$ cat src/rtl/bus_arbiter.sv
// bus_arbiter: round-robin owner register for four active-low bus masters; optional BUS_ARB_TIMEOUT_EN.
// Latency: one clock from a sampled request to the grant; reset parks master 0 asynchronously.
// Backpressure: none; the owner keeps the bus while requesting (bounded by TIMEOUT_CYCLES with the timeout).
`timescale 1ns/1ps
module bus_arbiter #(
  parameter int unsigned TIMEOUT_CYCLES = 64
) (
  input  logic       clk,
  input  logic       reset,
  input  logic [3:0] m_req_,
  output logic [3:0] m_grnt_,
  output logic [1:0] owner
);

  logic [1:0] owner_q;
  logic [1:0] owner_d;
  logic [3:0] req;        // active-high copy of the request lines
  logic [3:0] others;     // requests excluding the current owner
  logic       other_req;
  logic       owner_req;
  logic       force_rel;  // timeout forces a rotation although the owner still requests
  logic [1:0] cand;
  logic       found;

  assign req = ~m_req_;

  // Split the sampled requests into "owner" and "everyone else".
  always_comb begin
    others          = req;
    others[owner_q] = 1'b0;
    other_req       = |others;
    owner_req       = req[owner_q];
  end

  // Next owner: hold while the owner requests, otherwise scan owner+1..owner+3; park if nobody else wants it.
  always_comb begin
    owner_d = owner_q;
    cand    = owner_q;
    found   = 1'b0;
    if (!owner_req || force_rel) begin
      for (int k = 1; k < 4; k++) begin
        cand = owner_q + 2'(k);
        if (!found && req[cand]) begin
          owner_d = cand;
          found   = 1'b1;
        end
      end
    end
  end

`ifdef BUS_ARB_TIMEOUT_EN
  localparam int CW = (TIMEOUT_CYCLES > 1) ? $clog2(TIMEOUT_CYCLES) : 1;
  localparam logic [CW-1:0] CNT_MAX = CW'(TIMEOUT_CYCLES - 1);

  logic [CW-1:0] hold_cnt_q;
  logic [CW-1:0] hold_cnt_d;

  assign force_rel = other_req && (hold_cnt_q == CNT_MAX);

  // Count contended holding cycles; any owner change or an uncontended cycle restarts the count.
  always_comb begin
    hold_cnt_d = '0;
    if (owner_req && other_req && !force_rel) begin
      hold_cnt_d = hold_cnt_q + CW'(1);
    end
  end

  // Hold counter register, cleared immediately by reset.
  always_ff @(posedge clk or posedge reset) begin
    if (reset) begin
      hold_cnt_q <= '0;
    end else begin
      hold_cnt_q <= hold_cnt_d;
    end
  end
`else
  assign force_rel = 1'b0;
`endif

  // Ownership register; reset parks master 0 without waiting for a clock edge.
  always_ff @(posedge clk or posedge reset) begin
    if (reset) begin
      owner_q <= 2'd0;
    end else begin
      owner_q <= owner_d;
    end
  end

  // Grant is a pure decode of the owner register, so it never glitches on request changes.
  always_comb begin
    m_grnt_          = 4'b1111;
    m_grnt_[owner_q] = 1'b0;
  end

  assign owner = owner_q;

endmodule

$ cat config.mk
export PLATFORM = sky130hd
export DESIGN_NAME = bus_arbiter
export DESIGN_NICKNAME = d
export VERILOG_FILES = /design/src/rtl/bus_arbiter.sv
export SDC_FILE = /design/constraint.sdc
export NUM_CORES = 1
export LEC_CHECK = 0
export CAP_MARGIN = 20
export CORE_AREA = 2 2 39 41
export CTS_CLUSTER_SIZE = 8
export DETAILED_ROUTE_END_ITERATION = 12
export DIE_AREA = 0 0 41 43
export PLACE_DENSITY = 0.58
export SLEW_MARGIN = 30
export SYNTH_ARGS = -nofsm -noshare
export SYNTH_HDL_FRONTEND = slang
export SYNTH_SLANG_ARGS = --single-unit
$ cat constraint.sdc
create_clock -name clk -period 2.6 [get_ports clk]
set_clock_uncertainty 0.15 [all_clocks]
set_input_delay 0.65 -clock clk [delete_from_list [all_inputs] [get_ports clk]]
set_output_delay 0.65 -clock clk [all_outputs]
set_load 0.005 [all_outputs]
## Word level (Yosys, flattened, before mapping)

Cells that the tools add are included.

| cells by class | value |
|---|---|
| add/subtract/negate cells | 3 |
| reduce and logical (&&, ||, !) cells | 7 |
| bitwise logic cells | 3 |
| mux-type cells | 17 |
| magnitude comparators | 5 |

Operator list:

| cell | count |
|---|---|
| 2-bit by 3-bit less-than comparator with 1-bit output, second input constant | 4 |
| 1-bit 2-to-1 mux | 9 |
| 1-bit binary-select mux with 2-bit select | 4 |
| 4-bit inverter | 2 |
| 2-bit 2-to-1 mux | 3 |
| 2-bit adder, second input constant | 2 |
| 1-bit logical AND | 3 |
| 3-bit nonzero test | 1 |
| 2-bit by 1-bit adder with 2-bit output, second input constant | 1 |
| 1-bit demux with 2-bit select | 1 |
| 2-bit by 1-bit greater-or-equal comparator with 1-bit output, second input constant | 1 |
| 1-bit logical NOT | 2 |
| 2-bit AND reduction | 1 |
| 1-bit inverter | 1 |

| word-level totals | value |
|---|---|
| input port bits | 6 |
| register bits | 2 |

## Longest topological paths before layout

| logic depth | value |
|---|---|
| word-level depth | 13 |
| depth in mapped cells | 7 |

## Worst setup path before layout

OpenSTA, ideal clock, no wires.

| timing path | value |
|---|---|
| path type | flip-flop to flip-flop |
| start | register owner_q[0], in the netlist owner[0] |
| end | register owner_q[1], in the netlist owner[1] |
| buffers on the path | 1 |
| cell stages (with the launch flop) | 8 |
| slack | 0.451 ns |
| data arrival time | 1.868 ns |
| required time | 2.319 ns |
| clock period less this slack | 2.149 ns |
| cell sequence | dfrtp_1 buf_6 inv_1 ha_1 mux4_2 o2bb2ai_1 nor4b_1 or3_1 |

| between the ends | value |
|---|---|
| cells in the longest elaborated chain, start to end | 13 |

RTL lines:

| what | RTL line | text |
|---|---|---|
| start: declaration | 15 | `logic [1:0] owner_q;` |
| start signal: assignment | 85 | `owner_q <= owner_d;` |
| 2-bit by 1-bit adder with 2-bit output | 42 | `cand = owner_q + 2'(k);` |
| 1-bit binary-select mux with 2-bit select | 43 | `if (!found && req[cand]) begin` |
| 1-bit 2-to-1 mux (implied by the code) | 43 |  |
| 1-bit 2-to-1 mux | 43 |  |
| 1-bit 2-to-1 mux | 40 | `if (!owner_req \|\| force_rel) begin` |
| 1-bit logical NOT | 43 |  |
| 1-bit logical AND | 43 |  |
| 1-bit 2-to-1 mux | 43 |  |
| 1-bit 2-to-1 mux | 40 |  |
| 1-bit logical NOT | 43 |  |
| 1-bit logical AND | 43 |  |
| 3-bit nonzero test (no source line) | - |  |
| 2-bit AND reduction (no source line) | - |  |

Parallel ways exist; a longest one is shown, timed or not. The select of a mux whose other input is x is not followed.
A chain may end at the register's enable or synchronous reset.

## Worst setup path in the final report

| timing path | value |
|---|---|
| start | register owner_q[1], in the netlist owner[1] |
| end | output m_grnt_[1] |

| between the ends | value |
|---|---|
| cells in the longest elaborated chain, start to end | 5 |

RTL lines:

| what | RTL line | text |
|---|---|---|
| 2-bit by 3-bit less-than comparator with 1-bit output (implied by the code) / 2-bit by 1-bit greater-or-equal comparator with 1-bit output (equally long branches) | 92 | `m_grnt_[owner_q] = 1'b0;` |
| 1-bit logical AND (implied by the code) | 92 |  |
| 1-bit 2-to-1 mux (implied by the code) | 92 |  |
| 1-bit demux with 2-bit select (*) | 92 |  |
| 4-bit inverter (no source line) (*) | - |  |
| end: declaration | 11 | `output logic [3:0] m_grnt_,` |

Mark *: on every way between the ends. The rest lies on a longest branch, timed or not.

==> flow_metrics.py <==
metrics = {
    "final_layout": {
        "multi_input_area_um2": 239,
        "syn_to_final_growth_pct": 50.2,
        "drive_gt1_frac": 0.192,
        "largest_register_ff_count": 2,
        "regArea_um2": 50.0,
        "insertedDiodeCount": 0,
        "fillers": 143,
        "fin_nets": 64,
    },
    "detailed_routing": {
        "detail-route-antenna-nets": 0,
        "drc_errors": 0,
        "vias": 323,
        "first_pass_iters": 2,
        "drtIter0Drc": 1,
        "via_per_inst": 4.75,
        "routedWlPerCell_um": 10.4,
        "routed_wl_um": 705,
    },
    "synthesis": {
        "syn_inst": 36,
        "yosys.area_share.simple": 0.138,
        "netlist.area_leader.share": 0.153,
        "synth_compound_area_frac": 0.149,
        "ys_seq_area_frac": 0.153,
        "synth_xor_area_frac": 0.0268,
        "synthTopCellsByArea": "dfrtp_1 (15%), ha_1 (15%), mux4_2 (14%)",
        "syn_area_um2": 327,
        "yosys.area.top_type": "dfrtp_1",
        "muxShareOfSynthArea": 0.264,
        "synth_cell_types": 21,
        "synth_nets": 46,
        "synth_seq_cells": 2,
        "synth_area_per_cell_um2": 9.07,
        "synth_top_family_by_area": "multiplexers",
        "yosysWarnings": 0,
        "synth_fa_ha_area_frac": 0.153,
    },
    "die": {
        "chipWidth_um": 41,
        "die_h_um": 43,
        "core-area_um2": 1380,
        "initial_utilization": 0.236,
        "fp-row-count": 14,
        "die_area_um2": 1760,
        "ios": 12,
    },
    "global_routing": {
        "grt_max_degree": 8,
        "grt.busiest_layer": "met2",
        "use_met3": 0.0471,
        "met1_usage": 0.112,
        "use_met2": 0.172,
        "antenna_found_initial": 0,
        "globalRouteTotalUtil": 0.105,
        "grt_overflow": 0,
        "grt_pass1_wl_um": 1270,
        "grt_pass1_vias": 292,
    },
    "worst_setup_path": {
        "endpoint_kind": "output port",
        "required_ns": 1.80,
        "cp.arrival_ns": 1.54,
        "cp_max_fo": 7,
        "crit_type": "flip-flop to output port",
        "start_kind": "flip-flop",
    },
    "clocking": {
        "clock_path_buffers": 2,
        "clock_latency_ns": 0.22,
        "cts-resized-gates": 0,
        "holdBufCountCts": 0,
        "cts_made_buffers": 3,
        "h-tree-depth": 1,
        "clock-sinks": 2,
        "postCtsSetupRepairBufs": 0,
        "root_buffer": "clkbuf_4",
        "cts_tree": "yes",
        "path_clk_slew_ns": 0.03,
    },
    "timing": {
        "final-hold-violation-count": 0,
        "rsz0062_at_grt": "false",
        "maxSlewViolCount": 0,
        "finalSetupViolations": 0,
        "max_freq_ghz": 0.428,
        "finalWorstPathRequiredPeriod_ns": 2.34,
        "slew-limit-headroom": 0.777,
        "tns_ns": 0,
        "fin_crit_sh": 0.899,
        "worstMarginPinSlew_ns": 0.325,
    },
    "placement": {
        "gp_congestion": 0.771,
        "io_buffers": 11,
        "dp_hpwl_um": 588,
    },
    "pwr": {
        "powerDensity_nw_per_um2": 1280,
        "power_uw": 626,
        "p_leak_nw": 0.223,
        "ir_worst_vdd_mv": 0.372,
    },
    "worst_hold_path": {
        "hold_path.class": "input pin to asynchronous set/reset pin",
    },
    "job": {
        "cap_viol_max_count": 0,
    },
    "run_status": {
        "status": "complete, no violations",
    },
}
kinds of logic after synthesis:
kind of cell,count (synthesis)
fa+ha+maj,4
simple gates,8
flops,2
buf+inv,8
compound gates,7
xor+xnor,1
mux,6
worst max-delay path, stage by stage (launching register included):
cell and delay [ns]:
dfrtp_1 0.47, inv_2 0.12, ha_1 0.20, inv_1 0.05
clkdlybuf4s50_1 0.48
cell type report:
cell class	instances	area share
Inverter	7	0.0536
Clock buffer	3	0.0459
Multi-Input combinational cell	26	0.487
Tap cell	16	0.0408
Sequential cell	2	0.102
Timing Repair Buffer	14	0.270
per-stage QoR:
stage          worst slack [ns]  instances   util  cell area (µm²)  hold slack (ns)
4_1_cts                   0.233         68  0.354              490            0.429
6_report                  0.262         68  0.354              490            0.435
5_1_grt                   0.136         68  0.354              490            0.444
2_1_floorplan             0.451         36      -              327            0.241
3_5_place_dp             0.0627         65  0.338              468            0.606
3_3_place_gp             0.0892         65  0.338              468            0.586
cell usage in the layout (no fill, tap or decap), types with 2 or more instances in the layout:
| master | count |
|---|---|
| buf_4 | 3 |
| ha_1 | 4 |
| nand2_1 | 3 |
| a21oi_1 | 2 |
| inv_1 | 6 |
| mux4_2 | 2 |
| mux2i_1 | 3 |
| clkdlybuf4s50_1 | 11 |
| dfrtp_1 | 2 |
| clkbuf_4 | 3 |
synthesized netlist by cell type:
library cell	instances
inv_1	6
ha_1	4
mux2i_1	3
nand2_1	3
a21oi_1	2
dfrtp_1	2
mux4_2	2
a211oi_1	1
a22o_1	1
and3_1	1
buf_6	1
inv_2	1
mux2_2	1
nor3_1	1
nor4b_1	1
o22ai_1	1
o2bb2ai_1	1
o31ai_1	1
or2b_1	1
or3_1	1
xnor2_1	1
worst paths after layout:
kind	slack (ns)	from	depth (start not counted)	end
worst max register to register	0.39	owner[1]$_DFFE_PP0P_	6	owner[1]$_DFFE_PP0P_
worst min register to register	0.59	owner[1]$_DFFE_PP0P_	3	owner[1]$_DFFE_PP0P_
min in group clk	0.59	owner[1]$_DFFE_PP0P_	3	owner[1]$_DFFE_PP0P_
worst max-delay path	0.26	owner[1]$_DFFE_PP0P_	4	m_grnt_[1]
max in group asynchronous	1.75	reset	2	owner[0]$_DFFE_PP0P_
worst min-delay path	0.44	reset	2	owner[1]$_DFFE_PP0P_
power breakdown:
group	total (mW)	internal [mW]	switching (mW)
clock network	0.0673	0.0508	0.0165
logic	0.483	0.279	0.204
registers	0.0762	0.0495	0.0268
total	0.626	0.380	0.247
metal layers:
metal  vias up  wire [µm]
met5         -          0
met4         0          0
met3         0         44
met2        10        370
met1       150        289
li1        163          -
Power figures use the tool's default switching activity.
